$ cat src/rtl/multicycle_sequencer.sv
// Multi-cycle control sequencer: steps each instruction through FETCH/DECODE/EXEC/MEM/WB
// over a shared req/ready memory port, with illegal-opcode and bus-timeout trapping.
module multicycle_sequencer #(
  parameter int TIMEOUT_CYC = 16
) (
  input  logic       clk,
  input  logic       rst_n,
  input  logic [6:0] opcode,
  input  logic       zero,
  input  logic       mem_ready,
  output logic       mem_req,
  output logic       mem_we,
  output logic       iord,
  output logic       ir_we,
  output logic       pc_we,
  output logic [1:0] pc_src,
  output logic       alusrc,
  output logic [1:0] aluop,
  output logic       regwrite,
  output logic [1:0] wb_sel,
  output logic       retire,
  output logic [1:0] err,
  output logic [2:0] state
);

  localparam int CW = $clog2(TIMEOUT_CYC + 1);

  typedef enum logic [2:0] {
    S_IDLE   = 3'd0,
    S_FETCH  = 3'd1,
    S_DECODE = 3'd2,
    S_EXEC   = 3'd3,
    S_MEM    = 3'd4,
    S_WB     = 3'd5,
    S_HALT   = 3'd7
  } state_t;

  typedef enum logic [2:0] {C_R, C_I, C_LW, C_SW, C_BEQ, C_JAL, C_ILL} cls_t;

  state_t        r_state, w_next;
  cls_t          r_cls, w_cls;
  logic [CW-1:0] r_cnt, w_cnt_next;
  logic [1:0]    r_err, w_err_next;
  logic          w_timeout;

  always_comb begin
    case (opcode)
      7'b0110011: w_cls = C_R;
      7'b0010011: w_cls = C_I;
      7'b0000011: w_cls = C_LW;
      7'b0100011: w_cls = C_SW;
      7'b1100011: w_cls = C_BEQ;
      7'b1101111: w_cls = C_JAL;
      default:    w_cls = C_ILL;
    endcase
  end

  // Last stalled cycle before the limit; a ready in that same cycle still completes.
  assign w_timeout = !mem_ready && (r_cnt == CW'(TIMEOUT_CYC - 1));

  // NOTE: every output and next-state term gets a default before the case, so no
  // path through the block leaves a signal unassigned and no latch is inferred.
  always_comb begin
    w_next     = r_state;
    w_err_next = r_err;
    w_cnt_next = '0;
    mem_req    = 1'b0;
    mem_we     = 1'b0;
    iord       = 1'b0;
    ir_we      = 1'b0;
    pc_we      = 1'b0;
    pc_src     = 2'b00;
    alusrc     = 1'b0;
    aluop      = 2'b00;
    regwrite   = 1'b0;
    wb_sel     = 2'b00;
    retire     = 1'b0;
    case (r_state)
      S_IDLE: w_next = S_FETCH;
      S_FETCH: begin
        mem_req = 1'b1;
        if (mem_ready) begin
          ir_we  = 1'b1;
          pc_we  = 1'b1;
          w_next = S_DECODE;
        end else if (w_timeout) begin
          w_next     = S_HALT;
          w_err_next = 2'b10;
        end else begin
          w_cnt_next = r_cnt + CW'(1);
        end
      end
      S_DECODE: begin
        if (w_cls == C_ILL) begin
          w_next     = S_HALT;
          w_err_next = 2'b01;
        end else begin
          w_next = S_EXEC;
        end
      end
      S_EXEC: begin
        case (r_cls)
          C_R:  begin aluop = 2'b10; w_next = S_WB; end
          C_I:  begin alusrc = 1'b1; aluop = 2'b10; w_next = S_WB; end
          C_LW, C_SW: begin alusrc = 1'b1; w_next = S_MEM; end
          C_BEQ: begin
            aluop  = 2'b01;
            pc_src = 2'b01;
            pc_we  = zero;
            retire = 1'b1;
            w_next = S_FETCH;
          end
          C_JAL: begin
            regwrite = 1'b1;
            wb_sel   = 2'b10;
            pc_we    = 1'b1;
            pc_src   = 2'b10;
            retire   = 1'b1;
            w_next   = S_FETCH;
          end
          default: w_next = S_HALT;
        endcase
      end
      S_MEM: begin
        mem_req = 1'b1;
        iord    = 1'b1;
        alusrc  = 1'b1;
        mem_we  = (r_cls == C_SW);
        if (mem_ready) begin
          retire = (r_cls == C_SW);
          w_next = (r_cls == C_SW) ? S_FETCH : S_WB;
        end else if (w_timeout) begin
          w_next     = S_HALT;
          w_err_next = 2'b10;
        end else begin
          w_cnt_next = r_cnt + CW'(1);
        end
      end
      S_WB: begin
        regwrite = 1'b1;
        retire   = 1'b1;
        w_next   = S_FETCH;
        if (r_cls == C_LW) begin
          wb_sel = 2'b01;
        end else begin
          alusrc = (r_cls == C_I);
          aluop  = 2'b10;
        end
      end
      S_HALT:  w_next = S_HALT;
      default: w_next = S_IDLE;
    endcase
  end

  // NOTE: sequential state uses non-blocking assignments so every register samples
  // the pre-edge values, independent of statement order.
  always_ff @(posedge clk) begin
    if (!rst_n) begin
      r_state <= S_IDLE;
      r_cnt   <= '0;
      r_err   <= 2'b00;
    end else begin
      r_state <= w_next;
      r_cnt   <= w_cnt_next;
      r_err   <= w_err_next;
    end
  end

  // NOTE: the opcode class is only read after DECODE has loaded it, so it has no reset.
  always_ff @(posedge clk) begin
    if (r_state == S_DECODE) r_cls <= w_cls;
  end

  assign err   = r_err;
  assign state = r_state;

endmodule

$ cat config.mk
export PLATFORM = sky130hd
export DESIGN_NAME = multicycle_sequencer
export DESIGN_NICKNAME = d
export VERILOG_FILES = /design/src/rtl/multicycle_sequencer.sv
export SDC_FILE = /design/constraint.sdc
export NUM_CORES = 1
export LEC_CHECK = 0
export ABC_CLOCK_PERIOD_IN_PS = 2000
export CORE_MARGIN = 2
export CORE_UTILIZATION = 44
export CTS_BUF_LIST = sky130_fd_sc_hd__clkbuf_4 sky130_fd_sc_hd__clkbuf_8 sky130_fd_sc_hd__clkbuf_16
export CTS_CLUSTER_SIZE = 28
export DETAILED_ROUTE_END_ITERATION = 7
export PLACE_DENSITY = 0.87
export SLEW_MARGIN = 25
export SYNTH_ARGS = -nofsm -noshare
export SYNTH_HDL_FRONTEND = slang
export SYNTH_SLANG_ARGS = --single-unit
$ cat constraint.sdc
create_clock -name clk -period 2 [get_ports clk]
set_clock_uncertainty 0.15 [all_clocks]
set_input_delay 0.5 -clock clk [delete_from_list [all_inputs] [get_ports clk]]
set_output_delay 0.5 -clock clk [all_outputs]
set_load 0.02 [all_outputs]
## Word level (Yosys, flattened, before mapping)

Cells that the tools add are included.

- Bits in registers: 13
- Input bits: 11
- Word-level logic and storage cells: 77

- $add $sub $neg: 1
- Equal/unequal tests: 22
- Multiplexer cells: 35
- Bitwise logic cells: 2
- Reductions and logical operators: 13

Operators with widths:

| kind | number |
|---|---|
| $pmux W3 S6 | 2 |
| $pmux W2 S2 | 5 |
| $eq A3 B3 Y1 const B | 6 |
| $mux W3 | 5 |
| $eq A7 B6 Y1 const B | 2 |
| $eq A7 B7 Y1 const B | 2 |
| $eq A3 B2 Y1 const B | 4 |
| $mux W2 | 6 |
| $mux W1 | 11 |
| $reduce_or A2 Y1 | 5 |
| $pmux W3 S3 | 1 |
| $eq A7 B2 Y1 const B | 1 |
| $eq A7 B5 Y1 const B | 1 |
| $eq A3 B1 Y1 const B | 2 |
| $logic_not A3 Y1 | 2 |
| $pmux W1 S2 | 3 |
| $pmux W1 S3 | 2 |
| $add A5 B1 Y5 const B | 1 |
| $eq A5 B4 Y1 const B | 1 |
| $ne A2 B2 Y1 const B | 2 |
| $reduce_and A4 Y1 | 1 |
| $reduce_or A4 Y1 | 1 |
| $reduce_or A3 Y1 | 1 |
| $ne A2 B1 Y1 const B | 1 |
| other kinds (4) | 5 |

## Logic depth before layout (Yosys ltp)

Gate-level depths: netlist (run 1).

- Word-level depth: 5
- Gate-level depth with buffers: 7
- Mapped depth without buffers: 7

## Least setup slack after synthesis (run 1)

No wires, ideal clock.

- Path kind: register -> output
- From: register r_state[2], in the netlist state[2]
- To: output port mem_we
- Arrival time: 1.397 ns
- Slack: -0.047 ns
- Stages on the path, launching flop included: 4
- Buffers on the path: 0
- Cells stage by stage: dfxtp_1 -> nand2b_2 -> nor2_1 -> and3_1

- Cells in the longest elaborated chain, start to end: 2

Ends and longest elaborated chain:

| what | line | source |
|---|---|---|
| start, declared | 40 | `state_t r_state, w_next;` |
| start signal, assigned | 163 | `r_state <= w_next;` |
| $eq A3 B3 Y1 | 78 | `case (r_state)` |
| $mux W1 | 78 |  |
| end, declared | 12 | `output logic mem_we,` |

Every way passes these cells.

## Worst setup path after layout (run 1)

- From: register r_cls[2]
- To: output port wb_sel[0]

- Cells in the longest elaborated chain, start to end: 3

Ends and longest elaborated chain:

| what | line | source |
|---|---|---|
| start, declared | 41 | `cls_t r_cls, w_cls;` |
| start signal, assigned | 171 | `if (r_state == S_DECODE) r_cls <= w_cls;` |
| $eq A3 B2 Y1 | 143 | `if (r_cls == C_LW) begin` |
| $mux W1 | 143 |  |
| $pmux W2 S2 | 78 |  |
| end, declared | 20 | `output logic [1:0] wb_sel,` |

Every way passes these cells.

==> results of run 1 <==
[cell type report]
class / count / area share (%)
repair buffers: 67 / 36.4
flip-flops and latches: 13 / 18.6
well taps: 27 / 2.09
clock buffers: 4 / 1.85
inverters: 5 / 1.24
multi-input cells: 81 / 39.8
[cell families after synthesis]
family | after synthesis | synth area share [%]
buf+inv | 8 | 4.60
mux | 1 | 1.15
simple gates | 48 | 32.2
flops | 13 | 33.3
fa+ha+maj | 2 | 2.87
compound gates | 28 | 23.9
xor+xnor | 2 | 2.01
[repair_timing]
item                                    in CTS  in global routing
buffers inserted                             7                  8
endpoints found under the setup margin      17                 14
resized for setup                           90                 33
pin swaps                                    3                  9
[where the power goes]
group	switching, mW	internal (mW)
sequential	0.0209	0.281
clock	0.0896	0.0912
combinational	0.154	0.181
[cell usage after synthesis, types with 2 or more instances]
cell type,count,area share [%]
nand3_1,5,2.9
nor2b_2,2,2.0
o21bai_1,2,1.7
and2_1,3,2.2
edfxtp_1,3,10
ha_1,2,2.9
and3_1,2,1.4
nor2b_1,3,2.2
nand2b_1,2,1.4
o22ai_1,3,2.2
nand2_1,5,2.2
o21ai_0,6,3.4
a21oi_1,4,2.3
dfxtp_1,10,23
inv_1,4,1.7
nor2_2,5,3.6
o31ai_1,2,1.7
nor2_1,12,5.2
[layout by cell type, fill, tap and decap left out, types with 3 or more instances in the layout]
| master | synthesis | final |
|---|---|---|
| a21oi_1 | 4 | 4 |
| nor2b_4 | 0 | 3 |
| clkbuf_4 | 0 | 4 |
| nand3_1 | 5 | 4 |
| clkdlybuf4s50_1 | 0 | 11 |
| nand2_1 | 5 | 5 |
| edfxtp_1 | 3 | 3 |
| nor2_1 | 12 | 7 |
| nor2_2 | 5 | 8 |
| buf_4 | 0 | 36 |
| dfxtp_4 | 0 | 3 |
| dfxtp_1 | 10 | 7 |
| buf_6 | 1 | 15 |
| o21ai_0 | 6 | 3 |
| inv_1 | 4 | 3 |
[path summary, 6_finish.rpt]
path,depth (start not counted),endpoint,slack (ns)
worst min-delay path,1,r_cnt[0]$_SDFF_PP0_,0.31
worst max register to register,9,state[2]$_SDFF_PN0_,0.08
worst min register to register,1,r_cnt[0]$_SDFF_PP0_,0.31
worst max-delay path,5,wb_sel[0],-0.22
[registers in the layout, indices dropped and copies added (netlist names)]
register,cells
r_cls,3
err,2
state,3
r_cnt,5
[routing by layer]
layer	vias to the layer above	global-route usage, %	wire [um]
met1	540	28.3	1350
met3	20	3.70	203
met2	60	45.1	1600
met4	0	17.6	227
li1	502	-	-
met5	-	0	0
[worst max-delay path: cells and delay by family, from the launching register on]
kind	cells	cell delay (ns)
buffers and inverters	3	0.42
DFF	1	0.48
and+or+nand+nor	2	0.38
[stage by stage]
stage           TNS, ns  hold slack [ns]  util (%)  power (mW)
3_3_place_gp      -3.93            0.288      70.2       0.562
5_1_grt           -1.86            0.324      84.2       0.860
3_5_place_dp      -4.73            0.292      70.2       0.570
6_report          -1.31            0.308      84.2       0.818
4_1_cts          -0.730            0.311      75.3       0.754
2_1_floorplan  -0.00774            0.278         -       0.431
==> results, run 1 <==
- The flow ran to the end, but the final reports show violations.
- The final reports fail on setup timing.
- The leakage power of the design is a little over 0.7 nW.
- The initial core utilization is roughly 45%.
- The hold path startpoint is r_cnt[0]$_SDFF_PP0_.
- Tracing the worst setup path back leads to its startpoint at r_cls[2]$_DFFE_PP_.
- Timing analysis after detailed placement gives a worst setup slack of -0.668 ns.
- The first global-routing pass estimated 4.69 mm of wire.
- The post-route worst setup slack is -0.221 ns.
- Counting every net in the synthesized netlist gives around 120.
- The layout cell share with drive strength beyond 1 is between 50% and 60%.
- The clock slew seen by the registers of the worst setup and hold paths is about 0.080 ns.
- Setup repair after global routing could not meet its margin everywhere.
- The insertion delay of the later-clocked pin in the worst-skew pair is 0.29 ns.
- The routed design could run at a clock period as short as ~2.2 ns.
- Global routing used 25.6% of the available tracks.
- STA puts the critical path data arrival time at 1.57 ns.
- The path class of the tightest hold or removal check is reg2reg.
- The maximum vdd ir drop is approximately 0.41 mV.
- The cell with the largest stage delay on the worst path is edfxtp_1.
- The final wirelength is ~3.4 mm.
- The max-slew violation total from the final report was 0.
- The headroom to the max-slew limit is 74.5%.
- The number of search-and-repair iterations in the first detailed-routing pass is 4.
- The area added between synthesis and finish is 85.9%.
- The finished layout holds between 150 and 200 standard cells, fillers aside.
- The die footprint is between 2000 and 2500 um^2.
- For this design, the CTS-stage hold fixing added 0 buffers.
- The startpoint kind of the worst setup timing path is a register.
- In the synthesized netlist the async set-or-reset flop fraction comes to 0%.
- TritonCTS built the clock tree.
- The initial antenna violation count came to 0.
- The cell area reported after detailed placement is approximately 1400 um^2.
- CTS saw 13 sinks.
- The per-cell routed wire length is between 15 and 20 um.
- STA classifies the critical path endpoint as a primary output.
- The sequential cells in the finished layout cover a total of 302 um^2.
- For this design the top-level I/O count stands at 30.
- In this run, placement finished with an instance count of around 180.
- In this run the worst path has a maximum fanout of 4.
- The critical path data required time is roughly 1.4 ns.
- The final antenna diode count is 0.
- The via count of the first global-routing pass is slightly above 1000.
- The number of maximum-capacitance constraint violations is 0.
- From left edge to right edge, the die measures 48.5 um.
- Across all layers, the routed design uses around 1100 vias.
- The ratio of routed vias to standard cells is about 5.7.
- Counting stages on the worst path, the most repeated cell is buf_6.
- Entering global routing, the biggest net connects 8 pins.
- In this run, synthesis inferred 3 flip-flops with an integrated enable.
- The post-route antenna net violation count is 0.
- The most used flip-flop cell after synthesis is dfxtp_1.
- The root buffer cell chosen for the clock tree is clkbuf_4.
- The synthesized netlist cell count is 102.
- The placer's final routability congestion estimate is approximately 0.82.
- Traced cell by cell, the critical path runs through buf_6, nor2b_4, buf_6, and4b_1, buf_6.
- Static timing analysis puts the maximum clock frequency at ~450 MHz.
- The power density normalized to cell area is between 500 and 600 nW/um^2.
- CTS built an H-tree with a depth of 1.
- The mean post-synth cell area is around 8.5 um^2.
- Of the available clock period, the critical path in the final layout requires 111%.
- The total number of placement rows is 16.
- The slew at the pin with the worst max-slew slack is about 0.38 ns.
- The delay of the slowest cell on the worst path is roughly 0.48 ns.
- The die is just under 50 um tall.
- The fill cell total of the finished layout is 95.
- During placement, the flow inserted port buffers numbering 29.
- The Yosys step of the flow raised 0 warnings.
- The start of the worst register-to-register path is r_cls[2]$_DFFE_PP_.
- The overflow left after global routing is 0.
- The worst-case clock buffer depth is 2.
- In this run the cell area of the synthesized design comes to around 870 um^2.
- The critical path in this run is classified as reg2out.
- The TritonCTS buffer count is 3.
- The number of distinct standard cells referenced by the synthesized netlist is between 40 and 50.
- After synthesis the netlist holds a flip-flop and latch count of 13.
- The first routing iteration left 25 violations.
- The final-stage net count is 184.
- The region available for standard cell placement spans roughly 1900 um^2.
- The final number of hold-violating endpoints is 0.
- Summed over all nets, the half-perimeter wirelength after detailed placement is between 1.5 and 2 mm.
- In the final layout, the multi-input gates occupy about 640 um^2.
- The final-report setup violation count is 12.
- The remaining design rule violation count is 0.
- The final instance area is 1620 um^2.
- Summing the sequential cell areas from Yosys gives 33.3% of the chip area.
(Power assumes the default switching activity.)
==> inputs of run 2 (changes only) <==
PLACE_DENSITY = 0.78   (was 0.87)
RECOVER_POWER = 100   (was default)
==> results, run 2 (synthesis results as in run 1) <==
- The post-route antenna net violation count is 0.
- After detailed routing, the number of remaining DRC violations is 0.
- No sink is reached through more buffers than the 2 on the longest clock path.
- The final reports fail on setup timing.
- The number of sinks driven by the clock tree is 13.
- The tree is rooted in a clkbuf_4.
- The final wirelength is 2.98 mm.
- The clock period minus worst slack is approximately 2.2 ns.
- The number of buffer cells added on primary ports is 29.
- After the first detailed-routing iteration, the DRC count stood at 12.
- The final cycle utilization of the critical path is 108%.
- Across the VDD grid, the largest voltage drop is approximately 0.46 mV.
- The floorplan has 16 rows.
- The post-route netlist has about half of its cells at a drive strength greater than 1.
- The register with the most flip-flops in the layout has 5 of them.
- The category of the worst setup path capture point is a primary output.
- The count of non-filler cells in the finished layout is between 200 and 250.
- The slew at the pin with the worst max-slew slack is 0.321 ns.
- Data on the critical path arrives at its endpoint at 1.52 ns.
- The per-cell routed wire length is approximately 15 um.
- The detailed-route via count is ~1100.
- The area added between synthesis and finish is 79.9%.
- The overflow left after global routing is 0.
- The ratio of routed vias to standard cells is 5.26.
- The number of cell instances on the worst register-to-register path is 9.
- The maximum number of pins on one net before global-route repair is 12.
- The repair_antennas step left the layout with diodes totalling 0.
- The headroom to the max-slew limit is 78.5%.
- The start of the worst register-to-register path is r_cls[2]$_DFFE_PP_.
- The number of hold buffers added after CTS was 0.
- The final core utilization is about four fifths.
- The CTS tree is done.
- The max-slew violation total from the final report is 0.
- In this run the power density over the cells is ~510 nW/um^2.
- The die footprint is around 2400 um^2.
- The via count of the first global-routing pass is 1011.
- The slack of the worst reg-to-reg path is ~0.080 ns.
- The top register by number of flip-flops is r_cnt.
- The capture endpoint of the worst hold path is r_cnt[0]$_SDFF_PP0_.
- CTS built an H-tree with a depth of 1.
- The placer's final routability congestion estimate is a little over 0.8.
- The setup TNS after final layout is -0.497 ns.
- For this run, the total global-route usage over all layers was measured as a little under a quarter.
- Detailed placement finished with a half-perimeter wire length of 1.78 mm.
- The first TritonRoute pass finished after 4 iterations.
- In this run the most critical hold path is launched from r_cnt[0]$_SDFF_PP0_.
- Along the worst path, the maximum fanout reaches 5.
- After layout, the worst setup slack is -0.168 ns.
- The path class of the lowest-slack min-delay path is reg2reg.
- In the layout the commonest cells are buf_4 (44), nor2_1 (11), clkdlybuf4s50_1 (11).
- The worst setup path is launched from a register.
- In this run the count of I/O pins placed on the die edge is 30.
- The initial antenna violation count is 0.
- The final-report setup violation count is 7.
- Fill cells in the final layout number 134.
- The final number of hold-violating endpoints came to 0.
- In the final design database the tool counted 188 nets.
- In this run, CTS created clock tree buffers numbering 3.
- The core region is 1920 um^2.
- Summing all multi-input logic gate instances after layout gives around 600 um^2.
- The insertion delay of the later-clocked pin in the worst-skew pair is between 0.2 and 0.3 ns.
- Counting instances, the worst hold path has a depth of 1.
- The most common cell after layout, fill and taps aside is buf_4.
- The type of the worst setup path is reg2out.
- The die boundary width is just under 50 um.
- The initial core utilization is around 45%.
- The critical path data required time is 1.35 ns.
- The total instance count after detailed placement is 179.
- The flip-flop and latch area is ~300 um^2.
- The endpoint identified for the worst register-to-register timing path is state[2]$_SDFF_PN0_.
- The leakage power of the design is roughly 0.7 nW.
- The die is 48.5 um tall.
- Static timing analysis puts the maximum clock frequency at about 460 MHz.
- The run finished, with violations left.
- The number of maximum-capacitance constraint violations is 0.
- Setup repair after global routing could not meet its margin everywhere.
- The first global-routing pass estimated approximately 4.3 mm of wire.
- The clock slew seen by the registers of the worst setup and hold paths is around 0.080 ns.
run 2: cell count changes in the layout (fill, tap and decap cells not counted), sizes merged:
cell          change
dlygate4sd3       +1
dlymetal6s2s      -1
buf               +3
clkbuf            +2
dlygate4sd2       -1
run 2: power by group:
group	total (mW)	internal [mW]	switching [mW]
registers	0.298	0.281	0.0175
clock network	0.172	0.0907	0.0816
logic	0.331	0.184	0.147
run 2: worst max path at each step:
stage | startpoint | to | slack (ns) | depth (start not counted)
final | r_cls[2]$_DFFE_PP_ | retire | -0.17 | 5
after global routing | r_cls[2]$_DFFE_PP_ | retire | -0.23 | 5
after CTS | r_cls[1]$_DFFE_PP_ | alusrc | -0.08 | 5
after detailed placement | mem_ready | pc_we | -0.67 | 5
after global placement | mem_ready | pc_we | -0.64 | 5
after floorplan | state[0]$_SDFF_PN0_ | alusrc | -0.008 | 5
run 2: metrics by stage:
stage	total power, mW	setup WS, ns	cell area (um^2)	hold slack, ns
after detailed placement	0.569	-0.667	1360	0.296
after floorplan	0.431	-0.00774	873	0.278
after global routing	0.845	-0.225	1570	0.335
final	0.801	-0.168	1570	0.313
after CTS	0.745	-0.0753	1430	0.308
after global placement	0.561	-0.641	1360	0.292
run 2: routing by layer:
metal / global-route usage (%) / wire (um) / vias to the layer above
met2: 44.2 / 1660 / 43
li1: - / - / 512
met5: 0 / 0 / -
met4: 7.14 / 69 / 0
met1: 25.1 / 1110 / 494
met3: 4.01 / 138 / 8
run 2: critical path, cell delays in order (launching register included):
cell	delay [ns]
edfxtp_1	0.46
buf_4	0.18
nor2b_4	0.14
a31oi_1	0.10
o21ai_1	0.17
buf_2	0.20
run 2: timing repair:
action | CTS | global route
buffers inserted | 6 | 12
gates resized for setup | 83 | 25
gates cloned | 0 | 0
setup endpoints to repair | 17 | 15
pin swaps | 3 | 4
run 2: area by class of cell:
class / count / share of cell area [%]
Sequential cell: 13 / 19.2
Inverter: 5 / 1.28
Multi-Input combinational cell: 81 / 38.1
Clock buffer: 4 / 1.92
Timing Repair Buffer: 71 / 37.3
Tap cell: 27 / 2.16
==> inputs of run 3 (changes only) <==
CORE_MARGIN = default   (was 2)
==> results, run 3 (synthesis results as in run 1) <==
- The die footprint is around 2200 um^2.
- The final number of hold-violating endpoints is 0.
- At the worst endpoint, the required time is around 1.4 ns.
- The clock network is responsible for a little over a fifth of the overall power.
- For the worst setup path, the data arrival time is ~1.5 ns.
- The floorplan step defined a core boundary enclosing 1780 um^2.
- Of all nets on the critical path, the largest fanout is 5.
- In the routed design, unresolved DRC markers number 0.
- The CTS tree is done.
- Global routing used 27.8% of the available tracks.
- The count of buffers added on input and output ports is 29.
- The final antenna diode count is 0.
- The type of the worst setup path is reg2out.
- The area added between synthesis and finish is 81.9%.
- The most common cell after layout, fill and taps aside is buf_4.
- The path class of the lowest-slack min-delay path is reg2reg.
- The die boundary width is about 46 um.
- The overflow left after global routing is 0.
- Setup violations remaining at the end of the flow were counted as 11.
- The per-cell routed wire length is 16.5 um.
- Routability-driven placement finished with a final weighted congestion of approximately 0.73.
- The number of flip-flops under the largest register name is 5.
- The total number of placement rows is 15.
- Static timing analysis puts the maximum clock frequency at ~460 MHz.
- On the final layout, the worst hold slack is between 0.3 and 0.4 ns.
- The final reports fail on setup timing.
- The clock period minus worst slack is between 2 and 2.5 ns.
- The internal power is 0.560 mW.
- After routing the design area is approximately 1600 um^2.
- The share of power burned in combinational logic is 41.9%.
- The clock drives 13 sinks.
- The worst setup path is captured at a primary output.
- The worst setup path is launched from a register.
- The analysis attributes to net switching a power of about 0.26 mW.
- The run finished, with violations left.
- The via count of the first global-routing pass was 934.
- In the final design database the tool counted ~180 nets.
- Dividing total power by cell area gives a power density of 520 nW/um^2.
- The clock tree root driver cell is clkbuf_4.
- Prior to clock tree synthesis, the placed netlist has a worst setup slack of -0.641 ns.
- The insertion delay of the later-clocked pin in the worst-skew pair is ~0.28 ns.
- IR analysis of the VDD net gives a maximum drop of about 0.43 mV.
- For this block, the initial DRC count from the detailed router was 19.
- The die extent in y is around 46 um.
- 30 I/O pins were placed.
- The final cycle utilization of the critical path is 109%.
- For the final routed database, the setup TNS stands at -1.15 ns.
- Counting flops per register, the top entry is r_cnt.
- The worst-case clock buffer depth is 2.
- Entering global routing, the biggest net connects 9 pins.
- Counting the fill cells in the layout gives 84.
- The TritonCTS buffer count is 3.
- Setup repair after global routing could not meet its margin everywhere.
- After layout, the worst setup slack is -0.189 ns.
- In this run the cell area measured after placement is 1350 um^2.
- The detailed-route via count is 1094.
- The first detailed-routing pass took 4 iterations.
- In this run the static leakage power is approximately 0.7 nW.
- The max-slew violation total from the final report is 0.
- Cells with a size suffix above 1 make up 50.6% of the layout.
- The headroom to the max-slew limit is around three quarters.
- The initial core utilization is around half.
- The first-pass GRT wire length is between 4 and 5 mm.
- The placed wire-length estimate is 1.83 mm.
- The final wirelength is 3.22 mm.
- The initial antenna violation count is 0.
- In the routed layout, each cell is associated on average with a via count of roughly 5.6.
- The number of maximum-capacitance constraint violations is 0.
- The H-tree depth is 1.
- In this run, flip-flops and latches consume 36.7% of the power.
- The slew at the pin with the worst max-slew slack is 0.380 ns.
- The clock slew seen by the registers of the worst setup and hold paths is ~0.08 ns.
- Net switching is 32.1% of the power.
- Once detail routing completed, the nets flagged for antenna violations numbered 0.
- The top cell types in the final layout, fill and taps aside, are buf_4 (39), buf_6 (12), clkdlybuf4s50_1 (11).
run 3: cell types whose count changed in the layout (fill, tap and decap cells not counted), moves of 2 or more:
cell	delta
buf_4	-5
buf_6	+5
buf_2	-2
dlygate4sd2_1	+2
nor2_1	-2
nor2_2	+2
run 3: per-layer routing:
layer	up-vias	track usage (%)	routed length (um)
met5	-	0	0
met4	0	15.3	118
met3	17	5.88	165
met2	51	51.4	1680
met1	516	28.4	1260
li1	510	-	-
run 3: worst paths after layout:
path / slack [ns] / cells past startpoint / start / to
max: -0.19 / 5 / r_cls[1]$_DFFE_PP_ / regwrite
min: 0.31 / 1 / r_cnt[0]$_SDFF_PP0_ / r_cnt[0]$_SDFF_PP0_
max reg2reg: 0.18 / 7 / r_cnt[0]$_SDFF_PP0_ / state[2]$_SDFF_PN0_
min reg2reg: 0.31 / 1 / r_cnt[0]$_SDFF_PP0_ / r_cnt[0]$_SDFF_PP0_
run 3: final cells by class:
type | count | area, um^2 | area share (%)
Inverter | 5 | 20.0 | 1.26
Clock buffer | 4 | 30.0 | 1.90
Tap cell | 25 | 31.3 | 1.97
Multi-Input combinational cell | 81 | 612 | 38.6
Sequential cell | 13 | 302 | 19.0
Timing Repair Buffer | 67 | 589 | 37.2
run 3: repair_timing:
item	4_1_cts	5_1_grt
gates cloned	0	0
setup endpoints to repair	17	13
hold buffers	0	0
setup buffers	8	8
gates resized for setup	96	15
pin swaps	7	6
run 3: stage by stage:
| stage | cells | power [mW] | util [%] |
|---|---|---|---|
| global placement | 176 | 0.562 | 75.6 |
| finish | 195 | 0.824 | 88.8 |
| CTS | 187 | 0.756 | 81.9 |
| global route | 195 | 0.854 | 88.8 |
| detailed placement | 176 | 0.574 | 75.6 |
| floorplan | 102 | 0.431 | - |
run 3: power by group through the flow:
stage | sequential (mW) | clock (mW) | combinational, mW
after floorplan | 0.308 | 0 | 0.124
after global routing | 0.304 | 0.188 | 0.362
final | 0.302 | 0.176 | 0.345
after detailed placement | 0.304 | 0 | 0.270
after global placement | 0.303 | 0 | 0.259
after CTS | 0.302 | 0.174 | 0.280
run 3: worst max-delay path, cell delays in order (launching register included):
cell	delay, ns
edfxtp_1	0.51
nor2b_4	0.16
nand3b_1	0.13
o21ai_1	0.15
and2_1	0.18
buf_6	0.13
